===== src/rtl/rx_fifo_admit_ctrl.sv =====
// rx_fifo_admit_ctrl: frame admission in front of a flagless RX FIFO.
// Tracks occupancy, drops frames that cannot fit, truncates oversize ones.
module rx_fifo_admit_ctrl #(
  parameter int DEPTH     = 2048,
  parameter int MAX_FRAME = 1518,
  parameter int CNT_W     = 16,
  localparam int OW       = $clog2(DEPTH) + 1
) (
  input  logic             clk,
  input  logic             rst_n,
  input  logic [7:0]       in_data,
  input  logic             in_valid,
  input  logic             in_last,
  input  logic             in_error,
  output logic [7:0]       fifo_data,
  output logic             fifo_valid,
  output logic             fifo_last,
  output logic             fifo_error,
  input  logic             rd_pop,
  output logic [OW-1:0]    occupancy,
  output logic [CNT_W-1:0] frames_ok,
  output logic [CNT_W-1:0] frames_err,
  output logic [CNT_W-1:0] frames_drop,
  output logic             drop_pulse
);

  typedef enum logic [1:0] {IDLE, PASS, DROP} state_e;

  localparam logic [OW:0]      DEPTH_V = (OW+1)'(DEPTH);
  localparam logic [OW:0]      MAX_V   = (OW+1)'(MAX_FRAME);
  localparam logic [OW-1:0]    MAX_C   = OW'(MAX_FRAME);
  localparam logic [CNT_W-1:0] CNT_MAX = '1;

  state_e           state_q, state_d;
  logic [7:0]       fifo_data_q, fifo_data_d;
  logic             fifo_valid_q, fifo_valid_d;
  logic             fifo_last_q, fifo_last_d;
  logic             fifo_error_q, fifo_error_d;
  logic [OW-1:0]    occ_q, occ_d;
  logic [OW-1:0]    byte_cnt_q, byte_cnt_d;
  logic             err_seen_q, err_seen_d;
  logic [CNT_W-1:0] ok_q, ok_d;
  logic [CNT_W-1:0] err_q, err_d;
  logic [CNT_W-1:0] drop_q, drop_d;
  logic             drop_pulse_q, drop_pulse_d;

  logic [OW:0]      free;
  logic             admit;
  logic [OW-1:0]    cnt_inc;
  logic             trunc;
  logic             pop_ok;
  logic             inc_ok, inc_err, inc_drop;

  // The byte still in the output register is already committed space.
  assign free    = DEPTH_V - {1'b0, occ_q}
                 - {{OW{1'b0}}, fifo_valid_q};
  assign admit   = free >= MAX_V;
  assign cnt_inc = byte_cnt_q + OW'(1);
  assign trunc   = cnt_inc == MAX_C;
  assign pop_ok  = rd_pop && (occ_q != '0);

  // State register
  always_ff @(posedge clk or negedge rst_n) begin
    if (!rst_n) state_q <= IDLE;
    else        state_q <= state_d;
  end

  // Next-state: frame boundaries and admission/truncation decisions
  always_comb begin
    state_d = state_q;
    if (in_valid) begin
      unique case (state_q)
        IDLE: if (!in_last) state_d = admit ? PASS : DROP;
        PASS: begin
          if (in_last)    state_d = IDLE;
          else if (trunc) state_d = DROP;
        end
        DROP: if (in_last) state_d = IDLE;
        default: state_d = IDLE;
      endcase
    end
  end

  // Outputs: forwarded byte, per-frame tracking and counter strobes
  always_comb begin
    fifo_data_d  = fifo_data_q;
    fifo_valid_d = 1'b0;
    fifo_last_d  = 1'b0;
    fifo_error_d = 1'b0;
    byte_cnt_d   = byte_cnt_q;
    err_seen_d   = err_seen_q;
    drop_pulse_d = 1'b0;
    inc_ok       = 1'b0;
    inc_err      = 1'b0;
    inc_drop     = 1'b0;
    if (in_valid) begin
      unique case (state_q)
        IDLE: begin
          if (admit) begin
            fifo_data_d  = in_data;
            fifo_valid_d = 1'b1;
            byte_cnt_d   = OW'(1);
            err_seen_d   = in_error;
            if (in_last) begin
              fifo_last_d  = 1'b1;
              fifo_error_d = in_error;
              inc_err      = in_error;
              inc_ok       = !in_error;
            end
          end else begin
            drop_pulse_d = 1'b1;
            inc_drop     = 1'b1;
          end
        end
        PASS: begin
          fifo_data_d  = in_data;
          fifo_valid_d = 1'b1;
          byte_cnt_d   = cnt_inc;
          err_seen_d   = err_seen_q | in_error;
          if (in_last) begin
            fifo_last_d  = 1'b1;
            fifo_error_d = err_seen_q | in_error;
            inc_err      = fifo_error_d;
            inc_ok       = !fifo_error_d;
          end else if (trunc) begin
            fifo_last_d  = 1'b1;
            fifo_error_d = 1'b1;
            inc_err      = 1'b1;
          end
        end
        default: ;
      endcase
    end
    ok_d   = (inc_ok && ok_q != CNT_MAX)
           ? ok_q + CNT_W'(1) : ok_q;
    err_d  = (inc_err && err_q != CNT_MAX)
           ? err_q + CNT_W'(1) : err_q;
    drop_d = (inc_drop && drop_q != CNT_MAX)
           ? drop_q + CNT_W'(1) : drop_q;
    occ_d  = occ_q + OW'(fifo_valid_q) - OW'(pop_ok);
  end

  // Datapath, occupancy and statistics registers
  always_ff @(posedge clk or negedge rst_n) begin
    if (!rst_n) begin
      fifo_data_q  <= '0;
      fifo_valid_q <= 1'b0;
      fifo_last_q  <= 1'b0;
      fifo_error_q <= 1'b0;
      occ_q        <= '0;
      byte_cnt_q   <= '0;
      err_seen_q   <= 1'b0;
      ok_q         <= '0;
      err_q        <= '0;
      drop_q       <= '0;
      drop_pulse_q <= 1'b0;
    end else begin
      fifo_data_q  <= fifo_data_d;
      fifo_valid_q <= fifo_valid_d;
      fifo_last_q  <= fifo_last_d;
      fifo_error_q <= fifo_error_d;
      occ_q        <= occ_d;
      byte_cnt_q   <= byte_cnt_d;
      err_seen_q   <= err_seen_d;
      ok_q         <= ok_d;
      err_q        <= err_d;
      drop_q       <= drop_d;
      drop_pulse_q <= drop_pulse_d;
    end
  end

  assign fifo_data   = fifo_data_q;
  assign fifo_valid  = fifo_valid_q;
  assign fifo_last   = fifo_last_q;
  assign fifo_error  = fifo_error_q;
  assign occupancy   = occ_q;
  assign frames_ok   = ok_q;
  assign frames_err  = err_q;
  assign frames_drop = drop_q;
  assign drop_pulse  = drop_pulse_q;

endmodule

===== config.mk =====
export PLATFORM = sky130hd
export DESIGN_NAME = rx_fifo_admit_ctrl
export DESIGN_NICKNAME = d
export VERILOG_FILES = /design/src/rtl/rx_fifo_admit_ctrl.sv
export SDC_FILE = /design/constraint.sdc
export NUM_CORES = 1
export LEC_CHECK = 0
export ABC_CLOCK_PERIOD_IN_PS = 7200
export BUFFER_PORTS_ARGS = -buffer_cell sky130_fd_sc_hd__buf_4
export CORE_ASPECT_RATIO = 1.5
export CORE_MARGIN = 2
export CORE_UTILIZATION = 25
export CTS_CLUSTER_DIAMETER = 120
export DETAILED_ROUTE_END_ITERATION = 7
export PLACE_DENSITY = 0.47
export SLEW_MARGIN = 20
export SYNTH_ARGS = -nofsm -noshare
export SYNTH_HDL_FRONTEND = slang
export SYNTH_SLANG_ARGS = --single-unit

===== constraint.sdc =====
create_clock -name clk -period 7.2 [get_ports clk]
set_clock_uncertainty 0.15 [all_clocks]
set_input_delay 1.44 -clock clk [delete_from_list [all_inputs] [get_ports clk]]
set_output_delay 1.44 -clock clk [all_outputs]
set_load 0.005 [all_outputs]

==> results of run 1 <==
cell families (layout without fill, tap and decap cells):
kind of cell    count (synthesis)  after routing
compound gates                 92             92
fa+ha+maj                      36             36
flops                          87             87
buf+inv                        52            139
simple gates                  175            175
mux                            15             15
xor+xnor                       56             56
through the flow:
stage / util, % / instance area, um2 / setup WS (ps) / std cells
after floorplan: - / 5030 / 3530 / 513
after global placement: 30.0 / 5930 / 3150 / 844
after detailed placement: 30.0 / 5930 / 3080 / 844
after CTS: 31.4 / 6220 / 3050 / 860
after global routing: 31.4 / 6220 / 2670 / 860
final: 31.4 / 6220 / 3040 / 860
state kept, by name, summed over array words and instances, names as in the netlist, 2 cells and up:
register	flops
frames_drop	16
frames_err	16
frames_ok	16
byte_cnt_q	12
occupancy	12
fifo_data	8
state_q	2
how the worst max path moves through the flow:
stage,start,depth (start not counted),endpoint
finish,occupancy[3],11,frames_drop[11]
global route,occupancy[0],14,byte_cnt_q[4]
CTS,fifo_valid,11,frames_ok[1]
detailed placement,occupancy[3],11,frames_drop[11]
global placement,fifo_valid,12,byte_cnt_q[2]
floorplan,rd_pop,15,occupancy[10]
power by group through the flow:
stage          clock network [mW]  registers [mW]  logic, mW
6_report                    0.457           0.769       1.27
5_1_grt                     0.496           0.796       1.43
4_1_cts                     0.478           0.774       1.28
3_5_place_dp                    0           0.781       1.27
3_3_place_gp                    0           0.776       1.25
2_1_floorplan                   0           0.749      0.883
synthesized netlist by cell type, types with 5 or more instances:
cell	number	share of area, %
xnor2_1	33	5.8
nor3_1	16	1.6
dfrtp_1	87	43
mux2_2	14	3.1
a31oi_1	5	0.62
a21oi_1	27	2.7
o21bai_1	6	0.90
nand2_1	35	2.6
clkbuf_1	9	0.67
ha_1	35	8.7
nand4_1	14	1.7
nand3_1	26	2.6
nor2_1	32	2.4
inv_1	37	2.8
nand2b_1	5	0.62
o21ai_0	18	1.8
xor2_1	23	4.0
and3_1	17	2.1
critical path, stage by stage (launching register included):
cell and delay, ps:
dfrtp_1 450, inv_1 130, ha_1 430, and3b_1 250, a21oi_2 170, a211oi_1 110
or4b_1 520, a32o_1 250, or2_1 350, or4_1 760, nor3_1 320, xor2_1 190
routing by layer:
metal | part of all wire, % | track usage [%] | up-vias
met1 | 42 | 14.2 | 2004
met4 | 2.1 | 4.61 | 0
li1 | - | - | 1967
met2 | 51 | 21.3 | 104
met3 | 4.7 | 2.83 | 19
met5 | 0 | 0 | -
cell type report:
| cell class | count | area share (%) |
|---|---|---|
| Sequential cell | 87 | 35.0 |
| Multi-Input combinational cell | 374 | 42.6 |
| Clock buffer | 12 | 4.12 |
| Inverter | 37 | 2.23 |
| Timing Repair Buffer | 86 | 10.4 |
| Clock inverter | 4 | 0.442 |
| Tap cell | 260 | 5.23 |
==> run_results.csv, run 1 <==
group,metric,value,unit
outcome,outcome,"completed",
global_route,grt_usage,12.1,%
critical_path,cp_data_required_time,7320,ps
global_route,grt_pass1_vias,4117,
layout,register_area,2180,um2
die,die-area,21300,um2
synth,synth_xor_area_share,9.76,%
synth,synth_warnings,0,
global_route,grt_max_degree,52,
timing,slew_violations,0,
hold_path,min_path_type,"register to register",
place,hpwl,9250,um
power_and_ir_drop,p_switching,1.04,mW
critical_path,r2r-start,"occupancy[3]",
timing,worst_pin_slew,892,ps
power_and_ir_drop,swShare,41.8,%
hold_path,min_path_cells,1,
power_and_ir_drop,p_total,2.50,mW
synth,syn_area,5030,um2
critical_path,startpoint_type,"register",
hold_path,min_to,"frames_err[8]",
timing,fmax,241,MHz
power_and_ir_drop,p_int,1.45,mW
critical_path,criticalPathCategory,"register to register",
critical_path,path_max_fanout,11,
layout,final_layout_size_suffix_gt1_share,20.3,%
clock_tree,cts_num_sinks,87,
synth,synth_simple_gate_area_share,18.5,%
layout,nets,645,
synth,synthArstFlopShare,100,%
power_and_ir_drop,ir_drop,0.129,mV
synth,synthMuxAreaShare,3.34,%
clock_tree,cts_root_buf,"clkbuf_16",
clock_tree,ctsHtreeMaxLevel,3,
timing,layout_worst_path_cycle_share,57.7,%
clock_tree,tritoncts,"yes",
timing,setup_viol,0,
route,drt_iter0_markers,221,
synth,synth_cell_types,58,
timing,rsz0062_at_grt,"no",
layout,syn_to_final_growth,23.8,%
power_and_ir_drop,power.leakage,2.87,nW
global_route,grt_pass1_wl,20600,um
power_and_ir_drop,clkPwrFrac,18.3,%
clock_tree,cts_buffer_depth,2,
layout,final_common_cell,"dfrtp_1",
power_and_ir_drop,p_seq_share,30.8,%
layout,antenna_cells,0,
route,vias,4094,
layout,multi_input_area,2650,um2
place,gp_congestion,0.822,
die,coreArea,19800,um2
die,chipHeight,178,um
synth,synth_fa_ha_area_share,9.11,%
route,ant_nets,0,
layout,fillers,2074,
power_and_ir_drop,power_density,401,nW/um2
die,rows,63,
route,route.detailed.drc,0,
place,io_buffers,85,
critical_path,r2r_cells,11,
timing,slew_headroom,40.6,%
timing,min_period,4160,ps
clock_tree,insertion_delay,340,ps
timing,finalHoldViolations,0,
hold_path,min_from,"frames_err[8]",
die,start_util,25.4,%
synth,synth_nets,563,
route,first_pass_iters,5,
clock_tree,post_cts_buffers,0,
critical_path,worstPathArrival,4270,ps
flow_run,drv_cap,0,
synth,yosysSeqAreaShare,43.3,%
clock_tree,clkSlewWorstSetupHoldPaths,70,ps
route,wl,12600,um
synth,synthCells,513,
synth,ys.flop_type,"dfrtp_1",
layout,layout.cells.most_common_list,"87 x dfrtp_1, 86 x buf_4, 37 x inv_1",
clock_tree,cts_buffers,9,
critical_path,regToRegEndpoint,"frames_drop[11]",
critical_path,end_kind,"register",
power_and_ir_drop,combPwrFrac,50.9,%
clock_tree,cts_hold_buffers,0,
timing,setup_tns,0,ps
global_route,grt_overflow,0,
synth,syn_avg_cell_area,9.80,um2
global_route,antenna_found_initial,0,
route,vias_per_cell,4.76,
synth,synth_edf_count,0,
critical_path,r2r_slack,3040,ps
clock_tree,ctsResizeCount,0,
die,io_pins,86,
route,wl_per_cell,14.6,um
synth,ys_seq_elements,87,
synth,synth-compound-area-share,11.9,%
synth,synth_top_family_by_area,"simple AND/OR/NAND/NOR gates",
die,die_x,120,um
timing,fin_hold_ws,341,ps
Power figures use the tool's default switching activity.
==> inputs of run 2 (changes only) <==
--- a/config.mk
+++ b/config.mk
@@ -5,14 +5,14 @@
 export SDC_FILE = /design/constraint.sdc
 export NUM_CORES = 1
 export LEC_CHECK = 0
-export ABC_CLOCK_PERIOD_IN_PS = 7200
+export ABC_CLOCK_PERIOD_IN_PS = 3550
 export BUFFER_PORTS_ARGS = -buffer_cell sky130_fd_sc_hd__buf_4
 export CORE_ASPECT_RATIO = 1.5
 export CORE_MARGIN = 2
 export CORE_UTILIZATION = 25
 export CTS_CLUSTER_DIAMETER = 120
 export DETAILED_ROUTE_END_ITERATION = 7
-export PLACE_DENSITY = 0.47
+export PLACE_DENSITY = 0.48
 export SLEW_MARGIN = 20
 export SYNTH_ARGS = -nofsm -noshare
 export SYNTH_HDL_FRONTEND = slang
==> constraint.sdc (replaced) <==
create_clock -name clk -period 3.55 [get_ports clk]
set_clock_uncertainty 0.15 [all_clocks]
set_input_delay 0.71 -clock clk [delete_from_list [all_inputs] [get_ports clk]]
set_output_delay 0.71 -clock clk [all_outputs]
set_load 0.005 [all_outputs]
==> run_results.csv, run 2 (synthesized netlist as in run 1, its figures left out) <==
group,metric,value,unit
timing,layout_worst_path_cycle_share,100,%
clock_tree,clkSlewWorstSetupHoldPaths,60,ps
timing,finalWorstSetupSlack,-7.82,ps
timing,min_period,3560,ps
power_and_ir_drop,swShare,39.2,%
route,ant_nets,0,
critical_path,worstPathArrival,3630,ps
die,rows,63,
route,route.detailed.drc,0,
outcome,violations,"setup timing",
timing,worst_pin_slew,524,ps
route,vias_per_cell,4.62,
layout,syn_to_final_growth,36.7,%
global_route,grt_usage,12.2,%
layout,final_layout_size_suffix_gt1_share,31.3,%
layout,layout.cells.most_common_list,"128 x buf_4, 86 x dfrtp_1, 35 x nand2_1",
place,gp_congestion,0.852,
power_and_ir_drop,p_seq_share,25.3,%
power_and_ir_drop,p_total,6.05,mW
die,die_x,120,um
critical_path,r2r_slack,-8,ps
clock_tree,tritoncts,"yes",
place,io_buffers,85,
outcome,outcome,"finished with violations",
power_and_ir_drop,ir_drop,0.294,mV
power_and_ir_drop,clkPwrFrac,17.3,%
die,chipHeight,178,um
global_route,antenna_found_initial,0,
power_and_ir_drop,p_switching,2.37,mW
critical_path,cp-endpoint,"fifo_data[4]",
die,io_pins,86,
power_and_ir_drop,combPwrFrac,57.4,%
place,hpwl,9310,um
route,wl,13000,um
timing,setup_viol,1,
critical_path,regToRegEndpoint,"fifo_data[4]",
layout,fillers,2019,
clock_tree,cts_hold_buffers,0,
timing,slew_violations,0,
hold_path,min_path_type,"input port to asynchronous set/reset pin",
global_route,grt_overflow,0,
die,coreArea,19800,um2
critical_path,startpoint_type,"register",
clock_tree,cts_buffer_depth,2,
flow_run,drv_cap,0,
critical_path,crit_path_start,"fifo_valid",
route,first_pass_iters,4,
die,start_util,25.4,%
clock_tree,cts_num_sinks,87,
route,wl_per_cell,14.3,um
critical_path,r2r_cells,16,
global_route,grt_pass1_wl,20900,um
clock_tree,insertion_delay,340,ps
timing,fmax,281,MHz
clock_tree,cts_root_buf,"clkbuf_16",
die,die-area,21300,um2
timing,finalHoldViolations,0,
layout,final_common_cell,"buf_4",
critical_path,end_kind,"register",
layout,postLayoutCellArea,6870,um2
global_route,grt_max_degree,88,
critical_path,cp_data_required_time,3630,ps
timing,rsz0062_at_grt,"yes",
clock_tree,ctsHtreeMaxLevel,3,
power_and_ir_drop,power.leakage,3.19,nW
power_and_ir_drop,power_density,881,nW/um2
power_and_ir_drop,p_int,3.68,mW
layout,antenna_cells,0,
clock_tree,cts_buffers,9,
route,drt_iter0_markers,274,
layout,nets,694,
critical_path,criticalPathCategory,"register to register",
critical_path,path_max_fanout,6,
route,vias,4198,
global_route,grt_pass1_vias,4346,
place,placed_area,6270,um2
critical_path,r2r-start,"fifo_valid",
timing,slew_headroom,65.0,%
==> run 2: cell count changes in the layout (fill, tap and decap cells not counted), sizes merged <==
cell    previous run  this run
clkbuf            12        14
clkinv             2         1
buf               86       133
inv               39        38
bufinv             0         2
==> run 2: how the worst min path moves through the flow <==
stage,startpoint,cells after the start,to
after floorplan,rst_n,0,byte_cnt_q[0]
after global placement,frames_err[6],1,frames_err[6]
after detailed placement,frames_err[8],1,frames_err[8]
after CTS,rst_n,2,occupancy[2]
after global routing,rst_n,2,occupancy[3]
final,rst_n,2,occupancy[2]
==> run 2: area by class of cell <==
type	instances	area (um2)	share of cell area, %
multi-input cells	374	2810	40.9
flip-flops and latches	87	2180	31.7
repair buffers	135	1080	15.8
well taps	260	325	4.74
clock buffers	12	246	3.59
inverters	37	144	2.09
clock inverters	4	77.6	1.13
==> run 2: repair_timing <==
action | CTS | global route
resized for setup | 4 | 47
setup endpoints to repair | 10 | 58
setup buffers | 0 | 6
pin swaps | 2 | 18
gates cloned | 0 | 2
==> run 2: power groups by stage <==
| stage | combinational (mW) | sequential, mW | clock [mW] |
|---|---|---|---|
| global route | 3.85 | 1.58 | 1.13 |
| CTS | 3.11 | 1.53 | 1.09 |
| global placement | 3.05 | 1.54 | 0 |
| detailed placement | 3.08 | 1.54 | 0 |
| floorplan | 1.79 | 1.52 | 0 |
| finish | 3.48 | 1.53 | 1.05 |
==> run 2: worst max-delay path: stages (launching register included) <==
cell      delay [ps]
dfrtp_1          360
inv_1             60
ha_2             190
ha_4             170
inv_4             50
ha_4             140
o21bai_4          60
a21oi_2          180
a211oi_2          90
or4b_1           530
a32o_2           260
or2_1            260
buf_6            130
buf_6            110
o21a_4           220
buf_12           140
mux2_4           290
==> run 2: routing by layer <==
layer  part of all wire (%)  wire length (um)  global-route usage [%]
met2                     52              6770                    22.0
met3                    3.7               488                    2.22
met5                      0                 0                       0
met4                    2.3               296                    5.34
met1                     42              5460                    14.0
==> run 2: through the flow <==
step	hold WS (ps)	util (%)	setup TNS (ps)	worst slack, ps	instances
final	227	34.7	-7.82	-7.82	909
after global routing	297	34.7	-1550	-119	909
after CTS	271	33.4	-74.8	-18.4	902
after detailed placement	332	31.7	-88.5	-26.1	886
after global placement	326	31.7	-44.8	-31.5	886
after floorplan	264	-	0	24.1	513
==> inputs of run 3 (changes only) <==
--- a/config.mk
+++ b/config.mk
@@ -5,7 +5,7 @@
 export SDC_FILE = /design/constraint.sdc
 export NUM_CORES = 1
 export LEC_CHECK = 0
-export ABC_CLOCK_PERIOD_IN_PS = 3550
+export ABC_CLOCK_PERIOD_IN_PS = 3200
 export BUFFER_PORTS_ARGS = -buffer_cell sky130_fd_sc_hd__buf_4
 export CORE_ASPECT_RATIO = 1.5
 export CORE_MARGIN = 2
@@ -17,3 +17,4 @@
 export SYNTH_ARGS = -nofsm -noshare
 export SYNTH_HDL_FRONTEND = slang
 export SYNTH_SLANG_ARGS = --single-unit
+export TNS_END_PERCENT = 100
==> constraint.sdc (replaced) <==
create_clock -name clk -period 3.2 [get_ports clk]
set_clock_uncertainty 0.15 [all_clocks]
set_input_delay 0.64 -clock clk [delete_from_list [all_inputs] [get_ports clk]]
set_output_delay 0.64 -clock clk [all_outputs]
set_load 0.005 [all_outputs]
==> run_results.csv, run 3 (synthesized netlist as in run 1, its figures left out) <==
group,metric,value,unit
global_route,grt_max_degree,54,
route,wl_met2,7650,um
global_route,grt_pass1_wl,23500,um
power_and_ir_drop,power.leakage,3.55,nW
critical_path,end_kind,"register",
critical_path,slowest_delay,510,ps
outcome,violations,"setup timing",
die,die-area,21300,um2
power_and_ir_drop,p_switching,3.06,mW
route,route.detailed.drc,0,
hold_path,min_path_type,"input port to asynchronous set/reset pin",
route,vias,4523,
global_route,antenna_found_initial,0,
power_and_ir_drop,swShare,39.8,%
critical_path,crit_family,"simple AND/OR/NAND/NOR gates",
place,io_buffers,85,
clock_tree,clkSlewWorstSetupHoldPaths,70,ps
timing,min_period,3440,ps
layout,syn_to_final_growth,54.1,%
power_and_ir_drop,p_int,4.63,mW
clock_tree,ctsHtreeMaxLevel,3,
timing,setup_tns,-8090,ps
route,m1WireLength,6000,um
critical_path,startpoint_type,"register",
timing,layout_worst_path_cycle_share,108,%
route,ant_nets,0,
power_and_ir_drop,power_density,992,nW/um2
critical_path,worstPathArrival,3580,ps
die,io_pins,86,
place,hpwl,10300,um
layout,final_util,39.1,%
timing,setup_viol,68,
critical_path,cp_data_required_time,3330,ps
route,wl,14600,um
power_and_ir_drop,p_total,7.69,mW
route,wl_per_cell,15.2,um
power_and_ir_drop,clkPwrFrac,14.0,%
clock_tree,cts_num_sinks,87,
layout,fin_cells,960,
flow_run,drv_cap,0,
timing,slew_headroom,48.7,%
timing,fmax,290,MHz
timing,finalHoldViolations,0,
timing,slew_violations,0,
route,dr.max_layer_used,"met4",
clock_tree,tritoncts,"yes",
timing,fin_hold_ws,90.7,ps
global_route,grt_overflow,0,
global_route,grt_usage,13.9,%
critical_path,critPathBufInv,2,
die,coreArea,19800,um2
clock_tree,cts_buffer_depth,2,
place,gp_congestion,0.835,
critical_path,cpMaxStageDelayCell,"or4b_1",
die,rows,63,
timing,worst_pin_slew,767,ps
layout,final_layout_size_suffix_gt1_share,44.7,%
layout,layout.cells.most_common_list,"162 x buf_4, 87 x dfrtp_1, 29 x xnor2_1, 29 x nand2_1",
route,vias_per_cell,4.71,
outcome,outcome,"finished with violations",
place,placed_area,6590,um2
power_and_ir_drop,combPwrFrac,64.1,%
global_route,grt_pass1_vias,4651,
clock_tree,insertion_delay,360,ps
timing,finalWorstSetupSlack,-243,ps
layout,final_common_cell,"buf_4",
layout,antenna_cells,0,
route,drt_iter0_markers,146,
critical_path,criticalPathCategory,"register to register",
layout,nets,745,
place,placed_cells,920,
layout,postLayoutCellArea,7740,um2
layout,fillers,1940,
power_and_ir_drop,ir_drop,0.389,mV
die,die_x,120,um
route,wl_met3,618,um
power_and_ir_drop,p_seq_share,21.9,%
route,first_pass_iters,5,
clock_tree,cts_hold_buffers,0,
die,start_util,25.4,%
critical_path,crit_chain,"buf_4 -> ha_4 -> and3b_2 -> a21oi_4 -> a211oi_2 -> or4b_1 -> a32o_2 -> or2_4 -> or4_4 -> buf_12 -> nor3_4 -> xor2_1",
clock_tree,cts_buffers,9,
place,pre_cts_ws,-349,ps
critical_path,path_max_fanout,8,
timing,rsz0062_at_grt,"yes",
die,chipHeight,178,um
clock_tree,cts_root_buf,"clkbuf_16",
==> run 3: cell types whose count changed in the layout (fill, tap and decap cells not counted), moves of 6 or more <==
cell / change
inv_2: +6
buf_6: +13
a21oi_1: -8
buf_4: +34
o21ai_0: -6
nand2_1: -6
nor2_1: -6
nand3_1: -10
==> run 3: cell type report <==
cell class	instances	area (um2)	share of cell area, %
Clock buffer	10	229	2.96
Clock inverter	6	61.3	0.792
Tap cell	260	325	4.20
Multi-Input combinational cell	374	3240	41.8
Inverter	37	141	1.83
Timing Repair Buffer	186	1570	20.3
Sequential cell	87	2180	28.1
==> run 3: what timing repair did <==
action / CTS / global route
resized for setup: 98 / 52
pin swaps: 39 / 44
endpoints found under the hold margin: 0 / 0
endpoints found under the setup margin: 73 / 79
gates cloned: 4 / 0
buffers inserted: 13 / 8
==> run 3: final timing paths <==
path | endpoint | startpoint | cells after the start | slack [ps]
max in group asynchronous | frames_ok[7] | rst_n | 2 | 2140
hold reg to reg | frames_ok[9] | frames_ok[9] | 1 | 340
min in group clk | frames_ok[9] | frames_ok[9] | 1 | 340
setup reg to reg | frames_drop[13] | occupancy[6] | 12 | -240
hold / removal | occupancy[6] | rst_n | 1 | 90
setup / recovery | frames_drop[13] | occupancy[6] | 12 | -240
==> run 3: power groups by stage <==
| stage | Combinational [mW] | Sequential, mW | Clock, mW |
|---|---|---|---|
| final | 4.93 | 1.68 | 1.08 |
| after global routing | 5.38 | 1.73 | 1.15 |
| after CTS | 4.61 | 1.68 | 1.11 |
| after detailed placement | 3.85 | 1.68 | 0 |
| after global placement | 3.78 | 1.67 | 0 |
| after floorplan | 2.13 | 1.69 | 0 |
==> run 3: metal layers <==
layer,global-route usage [%],vias to the layer above
met5,0,-
met4,6.18,0
met3,2.35,25
met2,25.2,111
met1,16.0,2216
li1,-,2171
==> run 3: worst reg2reg max path, cell delays in order, from the launching register on <==
cell and delay [ps]:
dfrtp_1 380, buf_4 160, ha_4 210, and3b_2 240
a21oi_4 180, a211oi_2 90, or4b_1 510, a32o_2 250
or2_4 250, or4_4 430, buf_12 170, nor3_4 180
xor2_1 160
